==> src/rtl/jtag_host_shifter.sv <==
// -----------------------------------------------------------------------------
// jtag_host_shifter
//
// Host-side JTAG scan engine. Drives a target TAP through a complete IR or DR
// scan (or a Test-Logic-Reset sequence) and captures the bits returned on TDO.
// All flops run on the rising edge of TCK; TMS/TDI are registered, so the
// target samples each value on the following rising TCK.
//
// Ports
//   TCK      in   scan clock
//   TRST     in   asynchronous active-low reset
//   start    in   request a scan (accepted only in IDLE)
//   is_ir    in   1 = IR scan, 0 = DR scan (sampled with start)
//   len      in   scan length in bits, 0 -> 1, >MAX_LEN -> MAX_LEN
//   tx_data  in   bits shifted out on TDI, LSB first (sampled with start)
//   tlr_req  in   request a Test-Logic-Reset sequence (wins over start)
//   TDO      in   serial data from the target TAP
//   TMS      out  mode select to the target TAP
//   TDI      out  serial data to the target TAP
//   busy     out  high in every state except IDLE
//   done     out  one-cycle pulse in the first IDLE cycle after a scan/TLR
//   rx_data  out  bits captured from TDO, LSB first; upper bits stay 0
// -----------------------------------------------------------------------------
module jtag_host_shifter #(
  parameter int MAX_LEN = 32
) (
  input  logic               TCK,
  input  logic               TRST,
  input  logic               start,
  input  logic               is_ir,
  input  logic [5:0]         len,
  input  logic [MAX_LEN-1:0] tx_data,
  input  logic               tlr_req,
  input  logic               TDO,
  output logic               TMS,
  output logic               TDI,
  output logic               busy,
  output logic               done,
  output logic [MAX_LEN-1:0] rx_data
);

  // Shift counter wide enough to hold MAX_LEN itself, so it never wraps.
  localparam int CW = $clog2(MAX_LEN) + 1;

  // Index of the last TLR_SEQ cycle (TMS=0); cycles 0..4 drive TMS=1.
  localparam logic [2:0] TLR_LAST = 3'd5;

  typedef enum logic [2:0] {
    TLR_SEQ = 3'd0,
    IDLE    = 3'd1,
    SEL_DR  = 3'd2,
    SEL_IR  = 3'd3,
    CAPTURE = 3'd4,
    SHIFT   = 3'd5,
    EXIT1   = 3'd6,
    UPDATE  = 3'd7
  } state_e;

  state_e             state_q,   state_d;
  logic [2:0]         tlr_cnt_q, tlr_cnt_d;
  logic [CW-1:0]      cnt_q,     cnt_d;
  logic [CW-1:0]      len_q,     len_d;
  logic               ir_q,      ir_d;
  logic [MAX_LEN-1:0] tx_q,      tx_d;
  logic [MAX_LEN-1:0] rx_q,      rx_d;
  logic [MAX_LEN-1:0] mask_q,    mask_d;
  logic               tms_q,     tms_d;
  logic               tdi_q,     tdi_d;
  logic               busy_q,    busy_d;
  logic               done_q,    done_d;

  // Effective scan length: zero means one bit, oversize saturates.
  function automatic logic [CW-1:0] clamp_len(input logic [5:0] l);
    if (l == 6'd0) begin
      return CW'(1'b1);
    end else if (int'(l) > MAX_LEN) begin
      return CW'(MAX_LEN);
    end else begin
      return CW'(l);
    end
  endfunction

  // TMS value presented while in a given state/count.
  function automatic logic tms_of(input state_e s, input logic [2:0] tc,
                                  input logic [CW-1:0] c, input logic [CW-1:0] l);
    case (s)
      TLR_SEQ:               return (tc != TLR_LAST);
      SEL_DR, SEL_IR, EXIT1: return 1'b1;
      SHIFT:                 return (c == l - CW'(1'b1));
      default:               return 1'b0;
    endcase
  endfunction

  // Next-state and datapath update for the scan sequencer.
  always_comb begin
    state_d   = state_q;
    tlr_cnt_d = tlr_cnt_q;
    cnt_d     = cnt_q;
    len_d     = len_q;
    ir_d      = ir_q;
    tx_d      = tx_q;
    rx_d      = rx_q;
    mask_d    = mask_q;
    done_d    = 1'b0;
    case (state_q)
      TLR_SEQ: begin
        if (tlr_cnt_q == TLR_LAST) begin
          state_d   = IDLE;
          tlr_cnt_d = 3'd0;
          done_d    = 1'b1;
        end else begin
          tlr_cnt_d = tlr_cnt_q + 3'd1;
        end
      end
      IDLE: begin
        if (tlr_req) begin
          state_d   = TLR_SEQ;
          tlr_cnt_d = 3'd0;
        end else if (start) begin
          state_d = SEL_DR;
          ir_d    = is_ir;
          len_d   = clamp_len(len);
          tx_d    = tx_data;
          rx_d    = {MAX_LEN{1'b0}};
          // One-hot write pointer into rx: bit i is filled on shift cycle i.
          mask_d  = MAX_LEN'(1'b1);
          cnt_d   = {CW{1'b0}};
        end else begin
          state_d = IDLE;
        end
      end
      SEL_DR: begin
        if (ir_q) begin
          state_d = SEL_IR;
        end else begin
          state_d = CAPTURE;
          cnt_d   = {CW{1'b0}};
        end
      end
      SEL_IR: begin
        state_d = CAPTURE;
        cnt_d   = {CW{1'b0}};
      end
      CAPTURE: begin
        // Two TMS=0 cycles: the target passes Capture and enters Shift.
        if (cnt_q == {CW{1'b0}}) begin
          cnt_d = CW'(1'b1);
        end else begin
          cnt_d   = {CW{1'b0}};
          state_d = SHIFT;
        end
      end
      SHIFT: begin
        rx_d   = rx_q | (TDO ? mask_q : {MAX_LEN{1'b0}});
        mask_d = mask_q << 1'b1;
        tx_d   = tx_q >> 1'b1;
        if (cnt_q == len_q - CW'(1'b1)) begin
          state_d = EXIT1;
          cnt_d   = {CW{1'b0}};
        end else begin
          cnt_d = cnt_q + CW'(1'b1);
        end
      end
      EXIT1: begin
        state_d = UPDATE;
      end
      UPDATE: begin
        state_d = IDLE;
        done_d  = 1'b1;
      end
      default: begin
        state_d   = TLR_SEQ;
        tlr_cnt_d = 3'd0;
      end
    endcase
  end

  // Output decode from the upcoming state so the pins come straight from flops.
  always_comb begin
    tms_d  = tms_of(state_d, tlr_cnt_d, cnt_d, len_q);
    // tx_d[0] is the bit for the shift cycle being entered.
    tdi_d  = (state_d == SHIFT) ? tx_d[0] : 1'b0;
    busy_d = (state_d != IDLE);
  end

  // State, datapath and output registers; TRST aborts everything into TLR_SEQ.
  always_ff @(posedge TCK or negedge TRST) begin
    if (!TRST) begin
      state_q   <= TLR_SEQ;
      tlr_cnt_q <= 3'd0;
      cnt_q     <= {CW{1'b0}};
      len_q     <= {CW{1'b0}};
      ir_q      <= 1'b0;
      tx_q      <= {MAX_LEN{1'b0}};
      rx_q      <= {MAX_LEN{1'b0}};
      mask_q    <= {MAX_LEN{1'b0}};
      tms_q     <= 1'b1;
      tdi_q     <= 1'b0;
      busy_q    <= 1'b1;
      done_q    <= 1'b0;
    end else begin
      state_q   <= state_d;
      tlr_cnt_q <= tlr_cnt_d;
      cnt_q     <= cnt_d;
      len_q     <= len_d;
      ir_q      <= ir_d;
      tx_q      <= tx_d;
      rx_q      <= rx_d;
      mask_q    <= mask_d;
      tms_q     <= tms_d;
      tdi_q     <= tdi_d;
      busy_q    <= busy_d;
      done_q    <= done_d;
    end
  end

  assign TMS     = tms_q;
  assign TDI     = tdi_q;
  assign busy    = busy_q;
  assign done    = done_q;
  assign rx_data = rx_q;

endmodule

==> config.mk <==
export PLATFORM = sky130hd
export DESIGN_NAME = jtag_host_shifter
export DESIGN_NICKNAME = d
export VERILOG_FILES = /design/src/rtl/jtag_host_shifter.sv
export SDC_FILE = /design/constraint.sdc
export NUM_CORES = 1
export LEC_CHECK = 0
export ABC_AREA = 1
export CAP_MARGIN = 20
export CORE_MARGIN = 2
export CORE_UTILIZATION = 45
export CTS_CLUSTER_SIZE = 16
export DETAILED_ROUTE_END_ITERATION = 10
export GPL_TIMING_DRIVEN = 0
export PLACE_DENSITY_LB_ADDON = 0.25
export RECOVER_POWER = 100
export SLEW_MARGIN = 15
export SYNTH_ARGS = -nofsm -noshare
export SYNTH_HDL_FRONTEND = slang
export SYNTH_SLANG_ARGS = --single-unit
==> constraint.sdc <==
create_clock -name TCK -period 4.3 [get_ports TCK]
set_clock_uncertainty 0.1 [all_clocks]
set_input_delay 1.29 -clock TCK [delete_from_list [all_inputs] [get_ports TCK]]
set_output_delay 1.29 -clock TCK [all_outputs]
set_load 0.02 [all_outputs]
Word level (Yosys, flattened, before mapping)
Cells that the tools add are included.

Register bits: 119. Bits in latches: 0. Bits in writable memories: 0. Bits in read-only memories: 0. Input bits: 44. Output and inout port bits: 36. Logic and storage cells: 77. Memories: 0.

$add $sub $neg: 3. Multipliers: 0. Div/mod/pow operators: 0. $lt $le $gt $ge: 1. Eq/ne operators: 18. Shifts and indexed selects: 0. Muxes and demuxes: 32. Bitwise gates (word level): 2. Reduce and logical (&&, ||, !) cells: 8.

Operators by type and width (number): 2-to-1 mux 32 bit (7); one-hot mux 32 bit (2 select lines) (3); 2-to-1 mux 6 bit (6); OR 32 bit (1); one-hot mux 6 bit (5 select lines) (1); one-hot mux 3 bit (8 select lines) (1); == test 3 bit, second input constant (7); 2-to-1 mux 3 bit (6); == test 3 x 2 -> 1 bit, second input constant (4); == test 6 bit (2); logical NOT 6 bit (2); adder 6 x 1 -> 6 bit, second input constant (1); > comparator 6 bit, second input constant (1); logical NOT 3 bit (2); one-hot mux 3 bit (2 select lines) (1); AND reduction 3 bit (2); subtractor 6 x 1 -> 6 bit, second input constant (1); 2-to-1 mux 2 bit (2); != test 2 bit, second input constant (2); adder 3 x 1 -> 3 bit, second input constant (1); == test 3 x 1 -> 1 bit, second input constant (1); 2-to-1 mux 1 bit (3); != test 3 x 1 -> 1 bit, second input constant (1); != test 3 bit, second input constant (1); 5 further kinds (5).

Logic depth before layout (Yosys ltp)
Gate-level depths: netlist (run 1).

Word-level depth: 7. Gate-level depth with buffers: 18.

Least setup slack after synthesis (run 1)
No wires, ideal clock.

Kind: input to register. Start point: input tlr_req. End point: register rx_q[10], in the netlist rx_data[10]. Arrival: 2.146 ns. Path slack: 1.917 ns. Stages: 8. Path buffers: 1. Cell sequence: inv_1 nand2_1 inv_1 o21ai_1 nor2_1 buf_2 nand2_1 a21oi_1.

Cells in the longest elaborated chain, start to end: 2.

RTL lines: from (decl) (RTL line 33) `input logic tlr_req,`; != test 2 bit (no source line); AND reduction 3 bit (no source line); to (signal assigned) (RTL line 195) `rx_q <= {MAX_LEN{1'b0}};`; to (signal assigned) (RTL line 208) `rx_q <= rx_d;`; to (decl) (RTL line 65) `logic [MAX_LEN-1:0] rx_q, rx_d;`.

No other way between the ends. A chain may end at the register's enable or synchronous reset.

Final worst setup path (run 1)
Start point: input tlr_req. End point: register len_q[0].

Cells in the longest elaborated chain, start to end: 2.

RTL lines: NOT 1 bit (no source line); AND reduction 3 bit (no source line); to (signal assigned) (RTL line 192) `len_q <= {CW{1'b0}};`; to (signal assigned) (RTL line 205) `len_q <= len_d;`; to (decl) (RTL line 62) `logic [CW-1:0] len_q, len_d;`.

No other way between the ends.

==> flow_summary.toml, run 1 <==
[drt]
vias_per_cell = 5.07
top_layer = "met4"
firstDrtPassIters = 4
drt-met1-wl_mm = 5.32
via_count = 4336
met2_length_mm = 5.53
drtAntennaViolNets = 0
drt_iter0_markers = 275
drcViolationCount = 0
routed_wl_mm = 11.6
met3_length_um = 523
wl_per_cell_um = 13.6

[sta]
period_minus_slack_ns = 3.38
max_slew_margin_pct = -31.9
fin_ws_ns = 0.919
timing.final.crit_share_pct = 78.6
finalSetupTns_ns = 0
hold_viol = 0
slew_viol_final = 35
clock.fmax_mhz = 296
worst_pin_slew_ns = 1.98
setup_violations = 0
fin_hold_ws_ns = 0.379
rsz0062_at_grt = "false"

[logic_synthesis]
synth-edff-count = 0
ys_seq_area_share_pct = 56.4
ys_warn_count = 0
netlist_instances = 601
synthTopCellsByCount = "nand2_1 (157), dfrtp_1 (117), inv_1 (96)"
yosys.area.top_type = "dfrtp_1"
yosysTopAreaCellShare_pct = 55.4
ys.flop_type = "dfrtp_1"
ys_ff_latch = 119
ys_types = 36
ys_async_sr_fraction_pct = 100
syn_area_mm2 = 0.00529
synth_most_common_cell = "nand2_1"
synthTopCellsByArea = "dfrtp_1 (55%), nand2_1 (11%), inv_1 (6.8%)"
syn_nets = 648
synth.avg_cell_area_um2 = 8.79

[layout]
antenna-diode-count = 0
design_area_mm2 = 0.00687
n_fill_cell = 989
drive_gt1_share_pct = 8.42
multi_input_comb_area_mm2 = 0.00179
seq_area_mm2 = 0.00298
area_delta_synth_final_pct = 30.0
nets = 747

[critical_path]
rrSetupSlack_ns = 1.75
start_kind = "input port"
ff2ff_path_depth = 7
worstPathArrival_ns = 3.60
cp_num_buf_inv = 3
crit_type = "input port to register"
crit_start = "tlr_req"
timing.rr.start = "state_q[2]"
crit_path_end_kind = "register"
rr_endpoint = "len_q[0]"
required_ns = 4.52
path_cells = "dlygate4sd3_1, inv_1, nand2_1, nor2_1, inv_1, nor2_1, o21ai_0, o21ai_0"
path_max_fanout = 9
crit_family = "simple AND/OR/NAND/NOR gates"
slowest_stage = "nor2_1"
crit_path_max_incr_delay_ns = 0.65

[outcome]
status = "finished with violations"
violations = "capacitance limit, slew limit"

[placement]
gp_congestion = 0.876
portBuffers = 79
hpwlAfterDp_mm = 8.19
postPlaceCellArea_mm2 = 0.00628
dpl_worst_slack_ns = 0.885

[global_route]
grt_usage_pct = 20.1
grt_antenna_before_repair = 0
grt_pass1_wl_mm = 20.3
grt_pass1_vias = 4402
grt_overflow_total = 0
grt_max_degree = 86

[clocking]
cts.sinks = 119
cts_tree = "yes"
clock_latency_ns = 0.42
post_cts_buffers = 0
root_buffer = "clkbuf_16"
cts_inserted_buffers = 17
post_cts_resized = 0
clockBufferDepth = 2
cts_hold_buf = 0
htreeDepth = 4
clk_pin_slew_ns = 0.05

[min_path]
hold_path.class = "register to register"
min_path_cells = 2
worstHoldStart = "tx_q[2]"
whs_endpoint = "tx_q[2]"

[floorplan]
die_h_um = 112
design.die.area_mm2 = 0.0126
initial_core_util_pct = 46.3
io_pins = 80
die_w_um = 112
fp-row-count = 39
design.core.area_mm2 = 0.0114

[pwr]
leakagePower_nw = 3.32
irDropWorstVdd_mv = 0.370
p_per_area_mw_per_mm2 = 781
power.total_w = 0.00537

[job]
maxCapViolCount = 1
-- stage by stage --
stage,utilization [%],std cells
after global placement,54.8,823
final,60.2,856
after CTS,60.6,856
after floorplan,-,601
after detailed placement,55.0,824
after global routing,60.2,856
-- where the power goes --
group          internal, W  switching, W  total [W]
Clock             0.000997      0.000498    0.00150
Combinational     0.000768       0.00129    0.00206
Sequential         0.00156      0.000253    0.00181
-- cells by family after synthesis --
group,synth area share [%]
simple gates,19.1
flops,56.4
fa+ha+maj,0.710
buf+inv,9.11
xor+xnor,0.829
compound gates,13.8
-- worst max-delay path by stage --
stage / endpoint / slack, ns / depth (start not counted)
finish: len_q[0] / 0.92 / 8
global route: mask_q[20] / 0.61 / 8
CTS: mask_q[18] / 1.30 / 8
detailed placement: mask_q[18] / 0.88 / 8
global placement: tx_q[11] / -2.65 / 1
floorplan: rx_data[10] / 1.92 / 8
-- metal layers --
metal  vias up  GRT usage [%]
li1       2143              -
met1      2077           26.8
met2        96           31.1
met3        20           5.08
met4         0           9.27
met5         -              0
-- cells in the final DEF, fill, tap and decap left out, types with 2 or more instances in the layout --
master | netlist | layout
clkinvlp_4 | 0 | 3
clkbuf_8 | 0 | 2
inv_2 | 6 | 4
inv_1 | 96 | 98
nand2_1 | 157 | 158
o21ai_0 | 10 | 12
nand3_1 | 24 | 25
buf_1 | 4 | 3
clkinv_2 | 0 | 3
a21oi_1 | 37 | 38
nor3_1 | 5 | 5
a22oi_1 | 29 | 30
clkbuf_1 | 15 | 21
xor2_1 | 4 | 4
ha_1 | 3 | 3
o22ai_1 | 30 | 30
nand3_2 | 7 | 6
bufinv_16 | 0 | 4
clkinv_4 | 0 | 2
clkbuf_16 | 0 | 17
dfstp_2 | 2 | 2
dfrtp_1 | 117 | 117
nor2_1 | 22 | 23
dlygate4sd3_1 | 0 | 37
nand2_2 | 11 | 10
clkdlybuf4s50_1 | 0 | 41
-- worst register-to-register path: stages, from the launching register on --
cell	delay (ns)
dfrtp_1	0.44
inv_1	0.23
nand2_2	0.09
nor2_1	0.63
inv_1	0.29
nor2_1	0.40
o21ai_0	0.17
o21ai_0	0.11
-- sequential cells by signal, indices dropped and copies added (netlist names) --
name	flops
tx_q	32
state_q	3
TDI	1
len_q	6
ir_q	1
tlr_cnt_q	3
done	1
cnt_q	6
mask_q	32
TMS	1
busy	1
rx_data	32
-- layout make-up --
| cell class | count | area share, % |
|---|---|---|
| clock inverter | 12 | 2.55 |
| buffer | 24 | 1.38 |
| sequential | 119 | 43.4 |
| clock buffer | 20 | 6.64 |
| inverter | 102 | 5.57 |
| tap | 143 | 2.60 |
| timing repair buffer | 80 | 11.8 |
| multi-input combinational | 356 | 26.1 |
(Power assumes the default switching activity.)
==> run 2, diff against run 1 <==
Clock period 4.3 ns to 3.1 ns, I/O delays scaled along.
==> run 2 against run 1 <==
  * Combinational power is 39% higher
  * Clock power rose by 38%
  * Total power up 39%
  * First-iteration DRC count grew 2.9%
  * Largest power group unchanged
  * Worst hold slack better by 0.0018 ns
  * Critical endpoint unchanged
  * Die area did not move
  * Worst setup slack worse by 0.57 ns
  * The flow still finishes with violations (capacitance limit, slew limit)
  * Sequential cell count is the same
  * Highest routed layer unchanged
  * Critical path type unchanged
  * Via count shrank 0.25%
  * Clock-buffer cell count unchanged
==> flow_summary.toml, run 2 (same netlist as run 1, synthesis figures left out) <==
[outcome]
status = "finished with violations"
violations = "capacitance limit, slew limit"

[critical_path]
slowest_stage = "dlygate4sd3_1"
path_max_fanout = 9
rr_endpoint = "TMS"
crit_path_end_kind = "register"
crit_type = "input port to register"
worstPathArrival_ns = 2.97
crit_path_max_incr_delay_ns = 0.53
ff2ff_path_depth = 15
path_cells = "dlygate4sd3_1, inv_1, nand2_1, nor2_2, inv_1, nor2_1, o21ai_0, o21ai_0"
required_ns = 3.32
start_kind = "input port"
timing.rr.start = "len_q[0]"
rrSetupSlack_ns = 0.64

[drt]
via_count = 4325
drt_iter0_markers = 283
drcViolationCount = 0
routed_wl_mm = 11.7
vias_per_cell = 5.05
drtAntennaViolNets = 0
wl_per_cell_um = 13.6
firstDrtPassIters = 5

[global_route]
grt_pass1_vias = 4402
grt_max_degree = 86
grt_overflow_total = 0
grt_usage_pct = 20.1
grt_antenna_before_repair = 0
grt_pass1_wl_mm = 20.3

[sta]
rsz0062_at_grt = "false"
worst_pin_slew_ns = 1.96
setup_violations = 0
period_minus_slack_ns = 2.75
clock.fmax_mhz = 364
timing.final.crit_share_pct = 88.7
hold_viol = 0
finalSetupTns_ns = 0
slew_viol_final = 35
max_slew_margin_pct = -30.8
fin_ws_ns = 0.352

[layout]
fin_util_pct = 60.2
final_common_cell = "nand2_1"
nets = 747
n_fill_cell = 988
area_delta_synth_final_pct = 30.1
layout_common_cells = "nand2_1 (158), dfrtp_1 (117), inv_1 (98)"
instances_no_fill = 856
drive_gt1_share_pct = 8.56
antenna-diode-count = 0

[clocking]
htreeDepth = 4
cts.sinks = 119
cts_inserted_buffers = 17
cts_hold_buf = 0
post_cts_buffers = 0
clk_pin_slew_ns = 0.05
root_buffer = "clkbuf_16"
clock_latency_ns = 0.42
cts_tree = "yes"
clockBufferDepth = 2
post_cts_resized = 0

[floorplan]
design.core.area_mm2 = 0.0114
fp-row-count = 39
io_pins = 80
initial_core_util_pct = 46.3
die_h_um = 112
die_w_um = 112
design.die.area_mm2 = 0.0126

[min_path]
min_path_cells = 2
whs_endpoint = "tx_q[0]"
hold_path.class = "register to register"
worstHoldStart = "tx_q[0]"

[pwr]
intPower_w = 0.00461
p_clk_share_pct = 27.8
p_comb_share_pct = 38.4
switching_share_pct = 38.1
switching_power_w = 0.00284
power.total_w = 0.00745
leakagePower_nw = 3.32
power.share.sequential_pct = 33.8
p_per_area_mw_per_mm2 = 1080
irDropWorstVdd_mv = 0.512

[placement]
portBuffers = 79
dpl_worst_slack_ns = 0.0450
hpwlAfterDp_mm = 8.19
gp_congestion = 0.876
dp.cells = 824

[job]
maxCapViolCount = 1
run 2: changes by cell type in the layout (fill, tap and decap cells not counted), sizes merged:
cell	change
clkbuf	-1
buf	+1
run 2: layout make-up:
class / count / area (µm²) / area share, %
clock buffers: 20 / 457 / 6.64
clock inverters: 12 / 175 / 2.55
multi-input cells: 356 / 1790 / 26.1
flip-flops and latches: 119 / 2980 / 43.3
repair buffers: 80 / 812 / 11.8
plain buffers: 24 / 95.1 / 1.38
well taps: 143 / 179 / 2.60
inverters: 102 / 383 / 5.57
run 2: critical path, delay by kind of cell:
family,cells,cell delay [ns]
compound gates,2,0.28
buf+inv,3,0.84
simple gates,3,0.91
run 2: per-layer routing:
layer  vias up  global-route usage (%)  wire length, µm
met5         -                       0                0
met4         0                    9.27              251
met3        19                    5.08              536
met2        94                    31.1             5570
met1      2070                    26.8             5310
li1       2142                       -                -
run 2: worst max path at each step:
stage	endpoint	from	slack (ns)	cells after the start
2_1_floorplan	rx_data[10]	tlr_req	1.08	8
3_3_place_gp	tx_q[11]	TRST	-3.49	1
3_5_place_dp	mask_q[18]	tlr_req	0.04	8
4_1_cts	mask_q[18]	tlr_req	0.46	8
5_1_grt	mask_q[20]	tlr_req	0.13	8
6_report	len_q[0]	tlr_req	0.35	8
run 2: power by group through the flow:
stage                     clock network [W]  logic (W)  registers [W]
after floorplan                           0    0.00172        0.00276
final                               0.00207    0.00286        0.00251
after detailed placement                  0    0.00299        0.00255
after global routing                0.00218    0.00323        0.00260
after global placement                    0    0.00290        0.00253
after CTS                           0.00211    0.00302        0.00253
run 2: through the flow:
stage,area (µm²),hold slack (ns)
detailed placement,6280,0.365
CTS,6920,0.309
global placement,6250,0.362
finish,6880,0.381
global route,6880,0.400
floorplan,5290,0.347
